==> src/rtl/cpu_types_pkg.sv <==
// Shared types for the CPU memory path: data word, RAM handshake state and
// the instruction/data memory arbiter state encoding.
package cpu_types_pkg;

    localparam int unsigned WORD_W = 32;

    typedef logic [WORD_W-1:0] word_t;

    typedef enum logic [1:0] {
        FREE,
        BUSY,
        ACCESS,
        ERROR
    } ramstate_t;

    typedef enum logic [1:0] {
        IDLE,
        DACC,
        IACC,
        SCFAIL
    } arb_state_t;

endpackage

==> src/rtl/llsc_link.sv <==
// Load-linked reservation: remembers the address of the last LL and reports
// whether the current data address still holds a valid reservation.
module llsc_link
    import cpu_types_pkg::*;
(
    input  logic  i_clk,
    input  logic  i_rst,
    input  logic  i_set,
    input  logic  i_clear,
    input  word_t i_addr,
    output logic  o_valid,
    output logic  o_match
);

    logic  r_valid;
    word_t r_addr;

    always_ff @(posedge i_clk or posedge i_rst) begin
        if (i_rst) begin
            r_valid <= 1'b0;
            r_addr  <= '0;
        end else if (i_clear) begin
            r_valid <= 1'b0;
        end else if (i_set) begin
            r_valid <= 1'b1;
            r_addr  <= i_addr;
        end
    end

    assign o_valid = r_valid;
    assign o_match = r_valid && (r_addr == i_addr);

endmodule

==> src/rtl/mem_arbiter.sv <==
// Arbitrates instruction fetch and data load/store onto one RAM port, with
// LL/SC reservation tracking, alternating fairness and a sticky stall timeout.
module mem_arbiter
    import cpu_types_pkg::*;
#(
    parameter int unsigned MAX_WAIT = 16
) (
    input  logic      CLK,
    input  logic      RST,
    input  logic      iREN,
    input  word_t     iaddr,
    output logic      iwait,
    output word_t     iload,
    input  logic      dREN,
    input  logic      dWEN,
    input  logic      dLL,
    input  logic      dSC,
    input  word_t     daddr,
    input  word_t     dstore,
    output logic      dwait,
    output word_t     dload,
    output logic      ramREN,
    output logic      ramWEN,
    output word_t     ramaddr,
    output word_t     ramstore,
    input  word_t     ramload,
    input  ramstate_t ramstate,
    output logic      timeout
);

    localparam int unsigned CW = $clog2(MAX_WAIT + 1);

    arb_state_t      r_state, w_state_nxt;
    logic            r_last_d, w_last_d_nxt;
    logic [CW-1:0]   r_cnt, w_cnt_nxt;
    logic            r_timeout, w_timeout_set;

    logic w_dreq;
    logic w_d_done;
    logic w_i_done;
    logic w_expire;
    logic w_sc_fail;
    logic w_link_set;
    logic w_link_clear;
    logic w_link_valid;
    logic w_link_match;

    assign w_dreq    = dREN | dWEN;
    assign w_d_done  = (r_state == DACC) && w_dreq && (ramstate == ACCESS);
    assign w_i_done  = (r_state == IACC) && iREN && (ramstate == ACCESS);
    assign w_expire  = (ramstate == ERROR) || (r_cnt == CW'(MAX_WAIT - 1));
    assign w_sc_fail = dWEN && dSC && !(w_link_valid && w_link_match);

    // Only completed D accesses touch the reservation; a plain store snoops it.
    assign w_link_set   = w_d_done && dREN && dLL;
    assign w_link_clear = (w_d_done && dWEN && (dSC || w_link_match)) || (r_state == SCFAIL);

    llsc_link u_link (
        .i_clk   (CLK),
        .i_rst   (RST),
        .i_set   (w_link_set),
        .i_clear (w_link_clear),
        .i_addr  (daddr),
        .o_valid (w_link_valid),
        .o_match (w_link_match)
    );

    always_ff @(posedge CLK or posedge RST) begin
        if (RST) begin
            r_state   <= IDLE;
            r_last_d  <= 1'b0;
            r_cnt     <= '0;
            r_timeout <= 1'b0;
        end else begin
            r_state  <= w_state_nxt;
            r_last_d <= w_last_d_nxt;
            r_cnt    <= w_cnt_nxt;
            if (w_timeout_set) begin
                r_timeout <= 1'b1;
            end
        end
    end

    always_comb begin
        w_state_nxt   = r_state;
        w_last_d_nxt  = r_last_d;
        w_timeout_set = 1'b0;
        unique case (r_state)
            IDLE: begin
                if (r_last_d && iREN) begin
                    w_state_nxt  = IACC;
                    w_last_d_nxt = 1'b0;
                end else if (w_dreq) begin
                    w_state_nxt  = w_sc_fail ? SCFAIL : DACC;
                    w_last_d_nxt = 1'b1;
                end else if (iREN) begin
                    w_state_nxt  = IACC;
                    w_last_d_nxt = 1'b0;
                end
            end
            DACC: begin
                if (!w_dreq || ramstate == ACCESS) begin
                    w_state_nxt = IDLE;
                end else if (w_expire) begin
                    w_state_nxt   = IDLE;
                    w_timeout_set = 1'b1;
                end
            end
            IACC: begin
                if (!iREN || ramstate == ACCESS) begin
                    w_state_nxt = IDLE;
                end else if (w_expire) begin
                    w_state_nxt   = IDLE;
                    w_timeout_set = 1'b1;
                end
            end
            SCFAIL:  w_state_nxt = IDLE;
            default: w_state_nxt = IDLE;
        endcase
    end

    // Stall counter runs only while an access is held without progress.
    always_comb begin
        w_cnt_nxt = '0;
        if ((w_state_nxt == r_state) && (r_state == DACC || r_state == IACC)) begin
            w_cnt_nxt = r_cnt + 1'b1;
        end
    end

    always_comb begin
        ramREN   = 1'b0;
        ramWEN   = 1'b0;
        ramaddr  = '0;
        ramstore = '0;
        dload    = ramload;
        unique case (r_state)
            DACC: begin
                ramREN   = dREN;
                ramWEN   = dWEN;
                ramaddr  = daddr;
                ramstore = dstore;
                if (dWEN && dSC) begin
                    dload = 32'd1;
                end
            end
            IACC: begin
                ramREN  = 1'b1;
                ramaddr = iaddr;
            end
            SCFAIL:  dload = '0;
            default: ;
        endcase
    end

    assign iwait   = iREN && !w_i_done;
    assign dwait   = w_dreq && !w_d_done && (r_state != SCFAIL);
    assign iload   = ramload;
    assign timeout = r_timeout;

endmodule

==> config.mk <==
export PLATFORM = sky130hd
export DESIGN_NAME = mem_arbiter
export DESIGN_NICKNAME = d
export VERILOG_FILES = /design/src/rtl/cpu_types_pkg.sv /design/src/rtl/llsc_link.sv /design/src/rtl/mem_arbiter.sv
export SDC_FILE = /design/constraint.sdc
export NUM_CORES = 1
export LEC_CHECK = 0
export ABC_AREA = 1
export CAP_MARGIN = 20
export CORE_AREA = 2 2 105 107
export CTS_CLUSTER_DIAMETER = 150
export DETAILED_ROUTE_END_ITERATION = 8
export DIE_AREA = 0 0 107 109
export PLACE_DENSITY = 0.94
export SYNTH_ARGS = -nofsm -noshare
export SYNTH_HDL_FRONTEND = slang
export SYNTH_SLANG_ARGS = --single-unit
==> constraint.sdc <==
create_clock -name CLK -period 3.1 [get_ports CLK]
set_input_delay 0.465 -clock CLK [delete_from_list [all_inputs] [get_ports CLK]]
set_output_delay 0.465 -clock CLK [all_outputs]
set_load 0.03 [all_outputs]
---- Yosys cells after proc, flatten, opt, wreduce, memory -nomap -nowiden ----
Cells that the tools add are included.
word-level totals
  register bits ........................... 42
  input bits .............................. 137
  output and inout bits ................... 133
  logic and storage cells ................. 75
cells by class
  add/sub/neg operators ................... 1
  eq/ne operators ......................... 9
  mux-type cells .......................... 24
  bitwise operators ....................... 2
  reductions and logical operators ........ 33
operator list
  kind                                                                   count
  32-bit one-hot mux with 2 select lines                                 2
  32-bit 2-to-1 mux                                                      2
  32-bit equality test                                                   1
  1-bit logical AND                                                      17
  2-bit 2-to-1 mux                                                       7
  1-bit 2-to-1 mux                                                       9
  2-bit equality test, second input constant                             4
  2-bit one-hot mux with 4 select lines                                  1
  1-bit logical OR                                                       6
  5-bit by 1-bit adder with 5-bit output, second input constant          1
  5-bit by 4-bit equality test with 1-bit output, second input constant  1
  1-bit logical NOT                                                      5
  5-bit 2-to-1 mux                                                       1
  1-bit one-hot mux with 2 select lines                                  2
  2-bit AND reduction                                                    2
  3-bit nonzero test                                                     1
  2-bit by 1-bit equality test with 1-bit output, second input constant  1
  2-bit equality test                                                    1
  2-bit logical NOT                                                      1
  2-bit inequality test, second input constant                           1
  2-bit nonzero test                                                     1
  1-bit NOT                                                              1
  1-bit bitwise OR                                                       1

---- Logic depth before layout (Yosys ltp) ----
Gate-level depths: netlist (run 1).
  depth after elaboration ................. 12
  depth in mapped cells ................... 16
  mapped depth without buffers ............ 16

---- By module ----
A second synthesis (run 1) with hierarchy kept.
unflattened totals
  cell total of the unflattened synthesis .. 594
  area, all modules ....................... 3638.5 um^2
modules (own cells, without submodules)
  module       instances  cells an instance  area each (um^2)  sequential area each (um^2)
  mem_arbiter  1          360                1860.5            225.2
  llsc_link    1          234                1778.0            825.8

---- Worst setup path before layout (run 1) ----
No wires, ideal clock.
  kind .................................... flip-flop to output port
  start ................................... register r_state[1]
  end ..................................... output ramaddr[10]
  data arrival time ....................... 1.922 ns
  required time ........................... 2.635 ns
  slack ................................... 0.713 ns
  stages on the path, launching flop included .. 8
  buffers on the path ..................... 3
  path through ............................ dfrtp_1 > inv_1 > ha_1 > buf_2 > clkbuf_1 > clkbuf_1 > nand2_1 > a21oi_1
on the way
  word-level cells in the longest chain between the ends .. 2
  elaborated cells on any way between the ends .. 3
  those cells by class .................... 2 x eq/ne; 1 x mux
ends and longest elaborated chain
  what                                                                                   line                source
  from (decl)                                                                            mem_arbiter.sv:33   arb_state_t r_state, w_state_nxt;
  from (signal assigned)                                                                 mem_arbiter.sv:75   r_state <= w_state_nxt;
  2-bit equality test or 2-bit by 1-bit equality test with 1-bit output (tied branches)  mem_arbiter.sv:136  unique case (r_state)
  32-bit one-hot mux with 2 select lines *                                               mem_arbiter.sv:136
  to (decl)                                                                              mem_arbiter.sv:24   output word_t ramaddr,
Mark *: on every way between the ends. The rest lies on a longest branch, timed or not.

---- Worst setup path in the final report (run 1) ----
  start ................................... register r_state[1]
  end ..................................... output dload[4]
on the way
  word-level cells in the longest chain between the ends .. 2
  elaborated cells on any way between the ends .. 3
  those cells by class .................... 2 x eq/ne; 1 x mux
ends and longest elaborated chain
  what                                                                                   line                source
  2-bit equality test or 2-bit by 1-bit equality test with 1-bit output (tied branches)  mem_arbiter.sv:136
  32-bit one-hot mux with 2 select lines *                                               mem_arbiter.sv:136
  to (decl)                                                                              mem_arbiter.sv:21   output word_t dload,
Marked as above.

==> metrics.md, run 1 <==
| Metric | Value |
|---|---|
| Post-CTS Setup Inserts | 0 |
| CP max FO | 31 |
| Drt pass-1 iters | 4 |
| Die ar. | between 10,000 and 15,000 sq um |
| CORE AREA | 10,600 sq um |
| Vias in the first global route | 3,898 |
| Clock slew at reported path FFs | 0.07 ns |
| Startpoint Class | flip-flop |
| H-tree depth | 2 |
| Fin util | 0.599 |
| ANT nets after route | 0 |
| Synth Instances | 610 |
| Area growth, synth to finish | 70.9% |
| Routed wire per std cell | 13.4 microns |
| Placed Cells | 970 |
| Vias/cell | 4.43 |
| Setup crit end kind | output pin |
| Clk sinks | between 40 and 50 |
| Largest net degree at the start of global routing | between 50 and 60 |
| # DRC | 0 |
| Initial Utilization | 0.350 |
| Met2 Usage GRT | 0.355 |
| Worst Path Required | between 2 and 3 ns |
| # port buffers | about 270 |
| Status | completed |
| CTS tree | built |
| R2R cell count | 13 |
| Netlist cell types | 30 |
| GP Congestion | 0.861 |
| # rows | 38 |
| Initial DRC count | 167 |
| Post-DP HPWL | 10,800 microns |
| Crit path kind | reg -> out |
| M1 GR Usage | 0.273 |
| Number of diodes | 0 |
| Leading area contributor after synthesis | dfrtp_1 |
| Clock buffer count from CTS | 5 |
| RSZ-0062 raised after global routing | no |
| Hold Vio Cnt, Final | 0 |
| Busiest grt layer | met2 |
| Tmin final | 2.97 ns |
| Register area share after synthesis | 0.283 |
| Synth top area share | 0.283 |
| Arrival time worst endpoint | about 2.5 ns |
| Mean Syn Cell Area | 6.09 sq um |
| Synth area leaders | dfrtp_1, nand2_1, inv_1 |
| FMAX | 337 MHz |
| Final slew viol count | 0 |
| Worst IR Drop VDD | 0.435 mV |
| Congestion Overflow GR | 0 |
| Vias | around 4,300 |
| Post-Route WL | ~13,000 microns |
| Fin crit share | 0.957 |
| GR Util met3 | 0.0574 |
| MaxCap Viol Count | 0 |
| Final setup fails | 0 |
| Worst Hold Path Cells | 1 |
| Die Wd | 107 microns |
| Synth Net Count | 754 |
| Initial antenna violation count | 1 |
| Pwr/cell area | 748 nW/um^2 |
| Worst skew pair latency | 0.29 ns |
| Share of layout cells above drive strength 1 | 0.0860 |
| Max_slew headroom | 0.430 |
| Resize count post-CTS | 0 |
| # nets final | around 1,000 |
| Cell area after synthesis | 3710 sq um |
| Layout fillers | roughly 960 |
| Root buffer cell | clkbuf_8 |
| Setup_tns | 0 ns |
| # hold bufs at CTS | 0 |
| P_leak | 0.00314 uW |
| GRT Util Overall | 0.208 |
| Seq cells post-synth | 42 |
| Yosys Warn Count | 0 |
| Die height | 109 microns |
| Clock skew | 0.0105 ns |
| Max Buffers Root-to-Sink | 2 |
| Worst-Margin Slew | 0.849 ns |
| First-pass GRT wire length | 19,400 microns |
| Fin cells | slightly below 1,000 |
| Hold WC Path Type | reg -> reg |
| Ports | 270 |
-- per-stage QoR --
step	cell area (sq um)	hold WS [ns]	setup WS [ns]	power, uW
after floorplan	3710	0.433	0.713	3120
after global placement	6270	0.451	0.466	4340
after detailed placement	6270	0.455	0.346	4420
after CTS	6340	0.470	0.164	4760
after global routing	6350	0.493	0.0260	5090
final	6350	0.466	0.135	4750
-- cell families (layout without fill, tap and decap cells) --
kind of cell / count (synthesis) / after routing / share of synthesized area
xor gates and xnor gates: 13 / 13 / 0.0307
buffers and inverters: 183 / 410 / 0.227
and+or+nand+nor: 287 / 287 / 0.305
AOI/OAI and AO/OA: 78 / 78 / 0.131
adders and majority gates: 7 / 7 / 0.0236
DFF: 42 / 42 / 0.283
-- critical path, stage by stage, from the launching register on --
cell and delay, ns:
dfrtp_1 0.44, inv_1 0.18, ha_2 0.27, nand2_1 0.15, o22ai_2 0.13, buf_4 0.32, nor2_1 0.10, clkdlybuf4s50_1 0.62
-- cells in the final DEF (no fill, tap or decap) --
cell type and count:
nand3_1 20, o22ai_2 1, buf_4 20, ha_2 1
o21ai_1 7, xnor2_1 8, inv_1 107, a31o_2 1
nand2_4 1, o211ai_1 2, and3_1 1, nor2_1 52
o21ai_2 19, a21oi_4 1, buf_12 2, a21oi_1 35
clkinv_1 3, nand2_2 1, clkdlybuf4s50_1 254, ha_1 6
o21ai_0 11, inv_2 16, nor2_2 2, nand2_1 207
xor2_1 5, dfrtp_1 42, clkbuf_1 2, a211oi_1 1
clkbuf_8 5, nand3_2 1, nand4_1 2, buf_6 1
-- cell usage after synthesis --
library cell	n
o211ai_1	2
inv_2	16
buf_2	3
a21oi_4	1
buf_4	33
nor2_1	52
and3_1	1
a211oi_1	1
nand2_1	207
nand2_4	1
ha_1	7
xnor2_1	8
xor2_1	5
nand4_1	2
nand2_2	1
nand3_2	1
buf_1	2
nor2_2	2
clkbuf_1	15
dfrtp_1	42
inv_1	108
nand3_1	20
buf_6	4
o21ai_0	11
a21oi_1	35
clkinv_1	2
o22ai_1	1
a31o_2	1
o21ai_1	7
o21ai_2	19
-- flip-flops by register name, indices dropped and copies added, names as in the netlist --
signal and flops:
r_cnt 5, r_last_d 1, r_state 2, timeout 1
u_link.o_valid 1, u_link.r_addr 32
-- layout make-up --
cell class | instances | area (sq um) | share of cell area
repair buffers | 277 | 2740 | 0.432
multi-input cells | 385 | 1830 | 0.288
flip-flops and latches | 42 | 1050 | 0.166
inverters | 126 | 473 | 0.0745
well taps | 140 | 175 | 0.0276
clock buffers | 7 | 76.3 | 0.0120
-- metal layers --
| metal | part of all wire | wire length [microns] |
|---|---|---|
| met1 | 0.44 | 5790 |
| met2 | 0.48 | 6290 |
| met3 | 0.074 | 978 |
| met4 | 0.0045 | 59 |
| met5 | 0.00099 | 13 |
-- where the power goes --
group | switching [uW] | total [uW] | internal, uW
clock network | 178 | 334 | 155
logic | 2090 | 3430 | 1340
registers | 188 | 985 | 797
total | 2460 | 4750 | 2290
-- final timing paths --
| path | startpoint | endpoint | slack [ns] |
|---|---|---|---|
| setup / recovery | r_state[1]$_DFF_PP0_ | dload[4] | 0.13 |
| hold / removal | r_cnt[0]$_DFF_PP0_ | r_cnt[0]$_DFF_PP0_ | 0.47 |
| setup reg to reg | r_state[0]$_DFF_PP0_ | r_cnt[4]$_DFF_PP0_ | 0.72 |
| hold reg to reg | r_cnt[0]$_DFF_PP0_ | r_cnt[0]$_DFF_PP0_ | 0.47 |
| max in group asynchronous | RST | u_link.o_valid$_DFFE_PP0P_ | 1.85 |
| min in group asynchronous | RST | timeout$_DFFE_PP0P_ | 0.55 |
No activity file was read; power rests on OpenSTA's default activity.
==> run 2, diff against run 1 <==
--- a/config.mk
+++ b/config.mk
@@ -11,7 +11,7 @@
 export CTS_CLUSTER_DIAMETER = 150
 export DETAILED_ROUTE_END_ITERATION = 8
 export DIE_AREA = 0 0 107 109
-export PLACE_DENSITY = 0.94
+export PLACE_DENSITY = 0.85
 export SYNTH_ARGS = -nofsm -noshare
 export SYNTH_HDL_FRONTEND = slang
 export SYNTH_SLANG_ARGS = --single-unit
==> run 2 against run 1 <==
Net effect: core utilization is 0.27 points higher; global-route usage is 0.91 points lower; design area is 0.45% higher; worst setup slack better by 0.031 ns; first-iteration DRC count is 28% higher; clock-buffer cell count is 2 lower.
==> metrics.md, run 2 (synthesis results as in run 1) <==
| Metric | Value |
|---|---|
| # nets final | 984 (was 981) |
| Clk sinks | 42 (unchanged) |
| Hold Vio Cnt, Final | 0 (unchanged) |
| RSZ-0062 raised after global routing | no (unchanged) |
| Flop-to-flop setup slack | 0.80 ns (was 0.72 ns) |
| Clock slew at reported path FFs | 0.08 ns (was 0.07 ns) |
| Largest net degree at the start of global routing | 34 (was 53) |
| P_leak | 0.00319 uW (was 0.00314 uW) |
| Switch Pwr | 2470 uW (was 2460 uW) |
| Fin util | 0.601 (was 0.599) |
| Clock buffer count from CTS | 5 (unchanged) |
| R2R cell count | 13 (unchanged) |
| MaxCap Viol Count | 0 (unchanged) |
| # hold bufs at CTS | 0 (unchanged) |
| Final setup fails | 0 (unchanged) |
| Startpoint Class | flip-flop (unchanged) |
| Critical path depth | 6 (was 7) |
| Vias/cell | 4.35 (was 4.43) |
| CP max FO | 33 (was 31) |
| Hold Path Origin | r_cnt[0]$_DFF_PP0_ (unchanged) |
| GRT Util Overall | 0.199 (was 0.208) |
| Top reg by flops | u_link.r_addr (unchanged) |
| Worst Hold Path Cells | 1 (unchanged) |
| Tmin final | 2.93 ns (was 2.97 ns) |
| Most frequent cells in the layout | clkdlybuf4s50_1, nand2_1, inv_1, nor2_1, dfrtp_1 (unchanged) |
| Arrival time worst endpoint | 2.47 ns (was 2.50 ns) |
| Worst Path Required | 2.63 ns (about the same) |
| FMAX | 341 MHz (was 337 MHz) |
| Worst-case hold path end point | r_cnt[0]$_DFF_PP0_ (unchanged) |
| Seq pwr share | 0.202 (was 0.208) |
| Area growth, synth to finish | 71.7% (was 70.9%) |
| Layout fillers | 989 (was 962) |
| Number of diodes | 0 (unchanged) |
| Ports | 270 (unchanged) |
| Routed wire per std cell | 12.7 microns (was 13.4 microns) |
| # DRC | 0 (unchanged) |
| CORE AREA | 10,600 sq um (unchanged) |
| # rows | 38 (unchanged) |
| WP buf/inv | 4 (was 3) |
| Die height | 109 microns (unchanged) |
| Number of flip-flops in the largest register | 32 (unchanged) |
| ANT nets after route | 0 (unchanged) |
| Worst IR Drop VDD | 0.392 mV (was 0.435 mV) |
| Share of layout cells above drive strength 1 | 0.106 (was 0.0860) |
| Post-DP HPWL | 10,200 microns (was 10,800 microns) |
| Cell-internal power | 2380 uW (was 2290 uW) |
| Max_slew headroom | 0.530 (was 0.430) |
| Die ar. | 11,700 sq um (unchanged) |
| Most common cell after layout, fill and taps aside | clkdlybuf4s50_1 (unchanged) |
| Congestion Overflow GR | 0 (unchanged) |
| CP Cell Sequence | inv_1 -> ha_1 -> clkinv_1 -> buf_4 -> a21oi_1 -> clkdlybuf4s50_1 (was inv_1 -> ha_2 -> nand2_1 -> o22ai_2 -> buf_4 -> nor2_1 -> clkdlybuf4s50_1) |
| Initial DRC count | 214 (was 167) |
| Die Wd | 107 microns (unchanged) |
| Root buffer cell | clkbuf_8 (unchanged) |
| # port buffers | 269 (unchanged) |
| Biggest regs | u_link.r_addr x32, r_cnt x5, r_state x2 (unchanged) |
| Vias in the first global route | 3,844 (was 3,898) |
| Setup_tns | 0 ns (unchanged) |
| Pwr/cell area | 761 nW/um^2 (was 748 nW/um^2) |
| WHS | 0.469 ns (was 0.466 ns) |
| Initial Utilization | 0.350 (unchanged) |
| GP Congestion | 0.841 (was 0.861) |
| H-tree depth | 2 (unchanged) |
| Clock skew | 0.00848 ns (was 0.0105 ns) |
| Reg-to-reg critical path endpoint | r_cnt[0]$_DFF_PP0_ (was r_cnt[4]$_DFF_PP0_) |
| Worst path max stage delay | 0.70 ns (was 0.62 ns) |
| Fin crit share | 0.946 (was 0.957) |
| Crit path kind | reg -> out (unchanged) |
| Post-Route WL | 12,400 microns (was 13,100 microns) |
| Worst skew pair latency | 0.30 ns (was 0.29 ns) |
| Crit path max-delay family | buffers and inverters (unchanged) |
| Setup crit end kind | output pin (unchanged) |
| Worst-Margin Slew | 0.700 ns (was 0.849 ns) |
| Vias | 4,271 (was 4,328) |
| Status | completed (unchanged) |
| Critical-path top delay cell | clkdlybuf4s50_1 (unchanged) |
| Clock share of power | 0.090 (was 0.070) |
| Initial antenna violation count | 0 (was 1) |
| Final slew viol count | 0 (unchanged) |
| Comb pwr share | 0.708 (was 0.722) |
| First-pass GRT wire length | 18,600 microns (was 19,400 microns) |
| CTS tree | built (unchanged) |
| Hold WC Path Type | reg -> reg (unchanged) |
| Max Buffers Root-to-Sink | 2 (unchanged) |
| Drt pass-1 iters | 4 (unchanged) |
| Switching power share of the total | 0.509 (was 0.518) |
| FF-to-FF Start | r_state[1]$_DFF_PP0_ (was r_state[0]$_DFF_PP0_) |
==> run 2: cell types whose count changed in the layout (fill, tap and decap cells not counted), sizes merged <==
cell / change
clkbuf: -2
buf: +14
bufinv: +1
clkdlybuf4s50: -11
clkinv: +2
==> run 2: cell type report <==
type	instances	area (sq um)	share of cell area
well taps	140	175	0.0275
flip-flops and latches	42	1050	0.165
clock inverters	3	40.0	0.00628
inverters	126	473	0.0742
repair buffers	280	2730	0.428
clock buffers	5	68.8	0.0108
multi-input cells	385	1840	0.288
==> run 2: worst max path at each step <==
stage | startpoint | to | slack, ns
after floorplan | r_state[1]$_DFF_PP0_ | ramaddr[10] | 0.71
after global placement | r_state[1]$_DFF_PP0_ | ramstore[0] | 0.37
after detailed placement | r_state[1]$_DFF_PP0_ | dload[12] | 0.30
after CTS | r_state[1]$_DFF_PP0_ | dload[12] | 0.12
after global routing | r_state[0]$_DFF_PP0_ | ramaddr[19] | 0.03
final | r_state[0]$_DFF_PP0_ | ramaddr[19] | 0.17
==> run 2: through the flow <==
step / worst slack, ns / instance area, sq um / cells / total power (uW)
floorplan: 0.713 / 3710 / 610 / 3120
global route: 0.0350 / 6370 / 981 / 5240
finish: 0.166 / 6370 / 981 / 4850
detailed placement: 0.303 / 6250 / 973 / 4410
global placement: 0.370 / 6250 / 973 / 4360
CTS: 0.121 / 6370 / 981 / 4870
==> run 2: per-layer routing <==
metal / GRT usage / routed length, microns
met1: 0.278 / 5650
met2: 0.308 / 5640
met3: 0.0669 / 1060
met4: 0.0288 / 90
met5: 0 / 0
==> run 2: worst register-to-register path, stage by stage, from the launching register on <==
cell and delay (ns):
dfrtp_1 0.42, inv_1 0.18, ha_4 0.28, buf_4 0.27, nand2_1 0.14, o211ai_1 0.16, nand4_1 0.20, nand3_1 0.11
o211ai_1 0.08, inv_1 0.06, nand2_1 0.04, inv_1 0.05, nand2_1 0.12, nor2_1 0.13
==> run 2: repair_timing <==
item,4_1_cts,5_1_grt
endpoints found under the hold margin,0,0
pin swaps,0,0
setup buffers,0,0
gates resized for setup,1,2
setup endpoints to repair,3,3
==> run 2: power by group through the flow <==
stage | Sequential, uW | Combinational, uW | Clock, uW
2_1_floorplan | 960 | 2160 | 0
3_5_place_dp | 987 | 3430 | 0
5_1_grt | 1020 | 3750 | 465
6_report | 981 | 3440 | 435
3_3_place_gp | 972 | 3390 | 0
4_1_cts | 981 | 3450 | 441
